--- config.mk ---
export PLATFORM = sky130hd
export DESIGN_NAME = fifo_v5
export DESIGN_NICKNAME = d
export VERILOG_FILES = /design/src/rtl/fifo_v5_pkg.sv /design/src/rtl/fifo_v5_ptr.sv /design/src/rtl/fifo_v5.sv
export SDC_FILE = /design/constraint.sdc
export NUM_CORES = 1
export LEC_CHECK = 0
export CAP_MARGIN = 20
export CORE_UTILIZATION = 59
export DETAILED_ROUTE_END_ITERATION = 7
export GPL_TIMING_DRIVEN = 0
export PLACE_DENSITY = 0.79
export SETUP_SLACK_MARGIN = 0.1
export SLEW_MARGIN = 20
export SYNTH_ARGS = -nofsm -noshare
export SYNTH_HDL_FRONTEND = slang
export SYNTH_SLANG_ARGS = --single-unit
export TNS_END_PERCENT = 1
--- constraint.sdc ---
create_clock -name clk_i -period 9.56 [get_ports clk_i]
set_input_delay 1.434 -clock clk_i [delete_from_list [all_inputs] [get_ports clk_i]]
set_output_delay 1.434 -clock clk_i [all_outputs]
set_load 0.02 [all_outputs]
--- src/rtl/fifo_v5_pkg.sv ---
// fifo_v5_pkg: shared width helper and status bundle for fifo_v5 and its wrappers.
// Pure declarations; no timing or flow control of its own.
package fifo_v5_pkg;

    function automatic int cnt_width(input int depth);
        return $clog2(depth + 1);
    endfunction

    typedef struct packed {
        logic full;
        logic empty;
        logic almost_full;
        logic almost_empty;
        logic overflow;
        logic underflow;
    } fifo_status_t;

endpackage

--- src/rtl/fifo_v5_ptr.sv ---
// fifo_v5_ptr: index into a DEPTH-entry ring, wrapping by explicit compare so any depth works.
// Advances one cycle after inc_i; clr_i wins over inc_i; no backpressure.
module fifo_v5_ptr #(
    parameter int DEPTH = 8,
    localparam int ADDR_W = (DEPTH > 1) ? $clog2(DEPTH) : 1
) (
    input  logic              clk_i,
    input  logic              rst_i,
    input  logic              clr_i,
    input  logic              inc_i,
    output logic [ADDR_W-1:0] ptr_o
);

    localparam logic [ADDR_W-1:0] LAST = ADDR_W'(DEPTH - 1);

    logic [ADDR_W-1:0] ptr_q;
    logic [ADDR_W-1:0] ptr_d;

    always_comb begin
        ptr_d = ptr_q;
        if (clr_i) begin
            ptr_d = '0;
        end else if (inc_i) begin
            ptr_d = (ptr_q == LAST) ? '0 : ptr_q + ADDR_W'(1);
        end
    end

    always_ff @(posedge clk_i) begin
        if (rst_i) begin
            ptr_q <= '0;
        end else begin
            ptr_q <= ptr_d;
        end
    end

    assign ptr_o = ptr_q;

endmodule

--- src/rtl/fifo_v5.sv ---
// fifo_v5: any-depth synchronous FIFO with occupancy, thresholds, sticky errors; FIFO_V5_PEAK_USAGE_EN adds high-water mark.
// Read latency 1 cycle (0 when FALL_THROUGH and empty); pushes dropped when full, pops when empty, both flagged sticky.
module fifo_v5
    import fifo_v5_pkg::*;
#(
    parameter int FALL_THROUGH = 0,
    parameter int DATA_WIDTH   = 32,
    parameter int DEPTH        = 8,
    parameter int AF_THRESH    = DEPTH - 1,
    parameter int AE_THRESH    = 1,
    localparam int ADDR_W      = $clog2(DEPTH),
    localparam int CNT_W       = cnt_width(DEPTH)
) (
    input  logic                  clk_i,
    input  logic                  rst_i,
    input  logic                  flush_i,
    input  logic [DATA_WIDTH-1:0] data_i,
    input  logic                  push_i,
    input  logic                  pop_i,
    output logic [DATA_WIDTH-1:0] data_o,
    output logic                  full_o,
    output logic                  empty_o,
    output logic                  almost_full_o,
    output logic                  almost_empty_o,
    output logic [CNT_W-1:0]      usage_o,
    output logic                  overflow_o,
    output logic                  underflow_o,
    input  logic                  err_clr_i,
    output logic [CNT_W-1:0]      peak_usage_o
);

    logic [ADDR_W-1:0]     wptr;
    logic [ADDR_W-1:0]     rptr;
    logic [CNT_W-1:0]      usage_q;
    logic [CNT_W-1:0]      usage_d;
    logic                  ovf_q;
    logic                  ovf_d;
    logic                  udf_q;
    logic                  udf_d;
    logic [DATA_WIDTH-1:0] mem_q [DEPTH];

    logic full;
    logic state_empty;
    logic ft_view;
    logic push_acc;
    logic pop_acc;
    logic wr_en;

    // ft_view: empty store with a push pending, so the incoming word is the head.
    always_comb begin
        full        = (usage_q == CNT_W'(DEPTH));
        state_empty = (usage_q == '0);
        ft_view     = (FALL_THROUGH != 0) && state_empty && push_i;
        push_acc    = push_i && !full && !(ft_view && pop_i);
        pop_acc     = pop_i && !state_empty;
        wr_en       = push_acc && !flush_i;

        usage_d = usage_q;
        if (flush_i) begin
            usage_d = '0;
        end else if (push_acc && !pop_acc) begin
            usage_d = usage_q + CNT_W'(1);
        end else if (pop_acc && !push_acc) begin
            usage_d = usage_q - CNT_W'(1);
        end

        ovf_d = (ovf_q && !err_clr_i) || (push_i && full);
        udf_d = (udf_q && !err_clr_i) || (pop_i && empty_o);
    end

    fifo_v5_ptr #(.DEPTH(DEPTH)) u_wptr (
        .clk_i (clk_i),
        .rst_i (rst_i),
        .clr_i (flush_i),
        .inc_i (wr_en),
        .ptr_o (wptr)
    );

    fifo_v5_ptr #(.DEPTH(DEPTH)) u_rptr (
        .clk_i (clk_i),
        .rst_i (rst_i),
        .clr_i (flush_i),
        .inc_i (pop_acc),
        .ptr_o (rptr)
    );

    always_ff @(posedge clk_i) begin
        if (rst_i) begin
            usage_q <= '0;
            ovf_q   <= 1'b0;
            udf_q   <= 1'b0;
        end else begin
            usage_q <= usage_d;
            ovf_q   <= ovf_d;
            udf_q   <= udf_d;
        end
    end

    always_ff @(posedge clk_i) begin
        if (wr_en && !rst_i) begin
            mem_q[wptr] <= data_i;
        end
    end

`ifdef FIFO_V5_PEAK_USAGE_EN
    logic [CNT_W-1:0] peak_q;
    logic [CNT_W-1:0] peak_d;

    always_comb begin
        peak_d = peak_q;
        if (err_clr_i) begin
            peak_d = '0;
        end else if (usage_q > peak_q) begin
            peak_d = usage_q;
        end
    end

    always_ff @(posedge clk_i) begin
        if (rst_i) begin
            peak_q <= '0;
        end else begin
            peak_q <= peak_d;
        end
    end

    assign peak_usage_o = peak_q;
`else
    assign peak_usage_o = '0;
`endif

    assign data_o         = ft_view ? data_i : mem_q[rptr];
    assign full_o         = full;
    assign empty_o        = state_empty && !ft_view;
    assign almost_full_o  = (usage_q >= CNT_W'(AF_THRESH));
    assign almost_empty_o = (usage_q <= CNT_W'(AE_THRESH));
    assign usage_o        = usage_q;
    assign overflow_o     = ovf_q;
    assign underflow_o    = udf_q;

    always_ff @(posedge clk_i) begin
        assert (DEPTH >= 2);
        assert (AF_THRESH >= 1 && AF_THRESH <= DEPTH);
        assert (AE_THRESH >= 0 && AE_THRESH <= DEPTH - 1);
    end

endmodule
* After elaboration in Yosys (flattened, before gate mapping) *
Memories as Yosys holds them, arrays and structs flattened. A register that Yosys moved wholly into a read port is not among the register bits.
Index checks and enable logic that the tools add are counted.
W data, S select, Z words.

word-level totals
  word-level logic and storage cells = 45
  memories = 1
  output and inout port bits = 46
  RAM bits = 256
  input bits = 38
  bits in registers = 12

memories
  memory  words  width  rd ports  clocked after Yosys merged registers in  wr ports  RTL line       text
  mem_q   8      32     1         1                                        1         fifo_v5.sv:40  logic [DATA_WIDTH-1:0] mem_q [DEPTH];

cells by class
  reduce and logical (&&, ||, !) cells = 22
  eq/ne operators = 3
  muxes and demuxes = 8
  order comparisons = 2
  add/subtract/negate cells = 4

operator list
  kind                   count
  $mux W3                4
  $logic_and A1 B1 Y1    10
  $mux W4                2
  $logic_not A1 Y1       7
  $add A3 B1 Y3 const B  2
  $eq A3 B3 Y1 const B   2
  $add A4 B1 Y4 const B  1
  $eq A4 B4 Y1 const B   1
  $ge A4 B3 Y1 const B   1
  $le A4 B1 Y1 const B   1
  $logic_not A4 Y1       1
  $sub A4 B1 Y4 const B  1
  $logic_or A1 B1 Y1     2
  $mux W1                2
  $reduce_bool A2 Y1     1
  $reduce_or A2 Y1       1

* Depth between registers and ports, before layout *
  depth after elaboration = 7
  gate-level depth with buffers = 9
  mapped depth without buffers = 9

* Modules after synthesis *
Synthesis repeated with hierarchy kept, for this count alone.

unflattened totals
  cells, all modules = 460
  area total of the unflattened synthesis = 10548.9 µm²

modules (own cells, without submodules)
  module       instances  cells an instance  sequential area each (µm²)  area each (µm²)
  fifo_v5      1          434                7807.5                      10251.1
  fifo_v5_ptr  2          13                 60.1                        148.9

* Worst setup path after synthesis *
OpenSTA, ideal clock, no wires.

  kind = input to register
  start point = in flush_i
  end point = mem mem_q[0][0], enable pin
  arrival = 4.380 ns
  path slack = 4.719 ns
  buffers on the path = 0
  data required time = 9.099 ns
  stages on the path = 3
  setup time = 0.461 ns
  cell sequence = or2_2 -> or4_4 -> nor3_1

on the way
  cells in the longest elaborated chain, start to end = 5

ends and longest elaborated chain
  what                           RTL line        text
  start: declaration             fifo_v5.sv:16   input logic flush_i,
  $logic_not A1 Y1               fifo_v5.sv:56   wr_en = push_acc && !flush_i;
  $logic_and A1 B1 Y1            fifo_v5.sv:56
  $logic_and A1 B1 Y1            fifo_v5.sv:100  if (wr_en && !rst_i) begin
  $mux W1                        fifo_v5.sv:100
  $mux W1 (implied by the code)  fifo_v5.sv:101  mem_q[wptr] <= data_i;
  end: declaration               fifo_v5.sv:40

No other way between the ends.

==> run summary <==
Counting tap cells, the placed design contains a total of 790 instances. In this run the tightest slew margin relative to its limit is 47.6%. The worst-margin pin slew came out at 0.785 ns. The end of the critical path is data_o[2]. The final setup violation count came out at 0. For the final routed database, the setup TNS stands at 0 ns. Pin placement for this block handled 84 I/O pins.

The net switching component of the power is 520 uW. The critical path endpoint category is an output pin. The quantity of hold-fixing buffers added after cts came out at 0.

The post-route DRC violation count came out at 0. The maximum achievable frequency is 232 MHz. Counting cells, the worst reg-to-reg path comes to 9. The maximum number of pins on one net before global-route repair came out at 21. The die area came out at 18,300 um2. The filler cell count is 917. The clock-pin slew reported for the worst setup and hold paths after clock tree synthesis came out at 0.06 ns. The number of antenna cells inserted came out at 0.

The total wire length is 21.3 mm. The tightest min-delay check is of the flip-flop to flip-flop type. The initialized floorplan defines 48 standard-cell rows. The number of synthesized flops with an enable pin came out at 256.

The total via count in the routed design came out at 5,098. The cell sitting at the root of the clock tree is a sky130_fd_sc_hd__clkbuf_16. The flow ran to the end, and the final reports show no timing, DRC or antenna violations. The cell area after synthesis came out at 10,500 um2. The post-route total power came out at 2590 uW. By area the synthesized netlist is led by sky130_fd_sc_hd__edfxtp_1 (73%), sky130_fd_sc_hd__mux4_2 (9.9%), sky130_fd_sc_hd__mux4_1 (4.5%), sky130_fd_sc_hd__mux2_2 (3.4%), sky130_fd_sc_hd__dfxtp_1 (2.9%).

The worst-case clock buffer depth is 3. Summed over its instances, the top area cell type makes up 73.2% of the synthesized netlist area. The number of buffers created by CTS came out at 26. The TritonCTS sink count is 271. The clock skew after layout is 0.0148 ns.

The critical path contains buffers and inverters numbering 3 combined. The non-filler instance count after layout came out at 838. In the layout the commonest cells are sky130_fd_sc_hd__edfxtp_1 (256), sky130_fd_sc_hd__clkdlybuf4s50_1 (79), sky130_fd_sc_hd__mux4_2 (46), sky130_fd_sc_hd__mux2_2 (32), sky130_fd_sc_hd__clkbuf_16 (27). The worst flop-to-flop path endpoint is mem_q[0][10]. The library cell used most frequently in the layout, excluding fill and tap cells, is sky130_fd_sc_hd__edfxtp_1. The sequential fraction of design power is 50.7%.

The area of the core came out at 17,400 um2. The analysis attributes to cell leakage a power of 0.00415 uW. The critical path crosses 5 cells after its start point. The detail route stage leaves a number of antenna-violating nets equal to 0. The post-synthesis sequential area ratio came out at 76.1%. The clock latency of the later-clocked register in the worst-skew pair came out at 0.53 ns.

STA puts the critical path data arrival time at 2.88 ns. The power per standard cell area is 202 nW/um2. The number of global-route vias before repair came to 5,446.

In this run the number of H-tree levels came out at 1. The total overflow left after global routing is 0. The post-layout net count is 640. In this run the critical register-to-register path is launched from usage_o[0]. The final count of pins violating max slew is 0. The number of max-capacitance violations reported is 0. The final critical delay including setup and external delays is 4.32 ns. In this run, the number of DRC markers left after iteration 0 of detailed routing was 377. By startpoint and endpoint, the worst setup path is classified as flip-flop to output pin. After detailed routing, the average wire length per cell comes to 25.5 um.

The clock tree from TritonCTS is done. The largest delay contributor family on the critical path is buffers and inverters. STA puts the critical path data required time at 8.13 ns.

Among all flip-flop cells after synthesis, the most frequent one is sky130_fd_sc_hd__edfxtp_1. The internal power of the cells totals 2070 uW. Traced cell by cell, the critical path runs through clkbuf_1 -> buf_2 -> mux4_2 -> mux2_2 -> clkdlybuf4s50_1. The register bit total from synthesis came out at 271. The buffer count from post-CTS setup fixing came out at 0. The initial core utilization is 60.5%. The share of the clock period used by the worst path after layout came out at 45.2%.

The worst-case IR drop observed on VDD is 0.000186 V. The fraction of power spent switching nets is 20.0%. Counting every instance in the synthesized netlist gives 467.

Setup repair after global routing left no endpoint under its margin. The initial antenna violation count was 0. The number of port buffers came out at 79. The fraction of layout cells with a size suffix above 1 came out at 26.8%. The largest individual stage delay along the critical path comes from the cell sky130_fd_sc_hd__clkdlybuf4s50_1. The post-synthesis cell type count is 34. The count of warnings emitted by yosys came out at 0. The mean area per synthesized cell is 22.5 um2.

The floorplan die width is 135 um. In this run, the clock network consumes 42.4% of the power. After synthesis, the share of flip-flops with an asynchronous set or reset is 0%. The first global-routing pass estimated 32.0 mm of wire. The total routing resource utilization after global routing came out at 24.7%. The routed via count divided by cell count is 6.08. The count of instances resized after the clock tree is built is 0. The part of the total power dissipated in combinational logic came out at 6.9%. Routability-driven placement finished with a final weighted congestion of 0.716. The first TritonRoute pass finished after 7 iterations.

The top cell type by total area after synthesis is sky130_fd_sc_hd__edfxtp_1. Setup slack on the worst reg-to-reg path comes out at 6.40 ns. The chip height came out at 135 um. The highest fanout seen on the critical path is 10.

The detailed placer's ending HPWL came out at 12.9 mm. STA classifies the critical path startpoint as a flip-flop. The delay of the slowest cell on the worst path is 0.55 ns. The area growth from synthesis to final layout came out at 22.4%. The final hold violation count is 0.
## worst min path at each step
stage	cells past startpoint	to	startpoint	slack [ns]
floorplan	2	flip-flop	u_rptr.ptr_o[1]	0.47
global placement	2	u_rptr.ptr_o[1]	u_rptr.ptr_o[1]	0.49
detailed placement	2	u_rptr.ptr_o[0]	u_rptr.ptr_o[0]	0.52
CTS	2	flip-flop	u_rptr.ptr_o[0]	0.53
global route	2	u_wptr.ptr_o[0]	u_wptr.ptr_o[0]	0.58
finish	2	u_rptr.ptr_o[1]	u_rptr.ptr_o[1]	0.54
## stage by stage
| step | hold slack (ns) | utilization, % | area, um2 | worst slack (ns) |
|---|---|---|---|---|
| floorplan | 0.472 | - | 10500 | 4.72 |
| global placement | 0.487 | 66.7 | 11600 | 2.21 |
| detailed placement | 0.522 | 68.7 | 11900 | 5.35 |
| CTS | 0.535 | 74.0 | 12900 | 5.18 |
| global route | 0.582 | 74.0 | 12900 | 5.08 |
| finish | 0.542 | 74.0 | 12900 | 5.24 |
## area by class of cell
class                      instances  area, um2  share of cell area [%]
buffer                            23        161                    1.26
clock buffer                      35        736                    5.72
clock inverter                    13        198                    1.54
inverter                           6       22.5                   0.175
multi-input combinational        170       2390                    18.6
sequential                       271       7990                    62.2
tap                              225        282                    2.19
timing repair buffer              95       1070                    8.33
## power by group through the flow
stage               logic (uW)  registers, uW  clock network (uW)
CTS                        181           1310                1110
global placement           168           1340                   0
floorplan                 96.5           1340                   0
detailed placement         178           1340                   0
finish                     180           1310                1100
global route               192           1320                1150
## metal layers
layer	vias to the layer above	wire (um)	track usage, %
met5	-	0	0
met3	40	1220	3.82
met2	184	11200	42.1
met4	0	503	10.1
met1	2662	8440	32.0
li1	2212	-	-
## kinds of logic after synthesis
kind of cell | Yosys count | synth area share [%]
other cells | 1 | 0.0357
xor+xnor | 2 | 0.167
simple gates | 37 | 1.86
mux | 98 | 18.0
fa+ha+maj | 9 | 1.07
flops | 271 | 76.1
compound gates | 20 | 1.04
buf+inv | 29 | 1.75
## cells in the mapped netlist, drive strengths merged, types with 4 or more instances
cell and number:
nor2 13, mux4 64, a21oi 10, nand3 4, o21ai 8, dfxtp 15, edfxtp 256, inv 6
mux2 32, or4 4, buf 18, ha 9, clkbuf 5
## tightest hold or removal path: stages (launching register included)
cell	delay [ns]
sky130_fd_sc_hd__dfxtp_1	0.32
sky130_fd_sc_hd__o21ai_0	0.08
sky130_fd_sc_hd__a21oi_1	0.09
## flip-flops by register name, summed over array words and instances, names as in the netlist, named ones only
register	flops
u_rptr.ptr_o	3
usage_o	4
underflow_o	1
u_wptr.ptr_o	3
overflow_o	1
mem_q	256
Power figures use the tool's default switching activity.
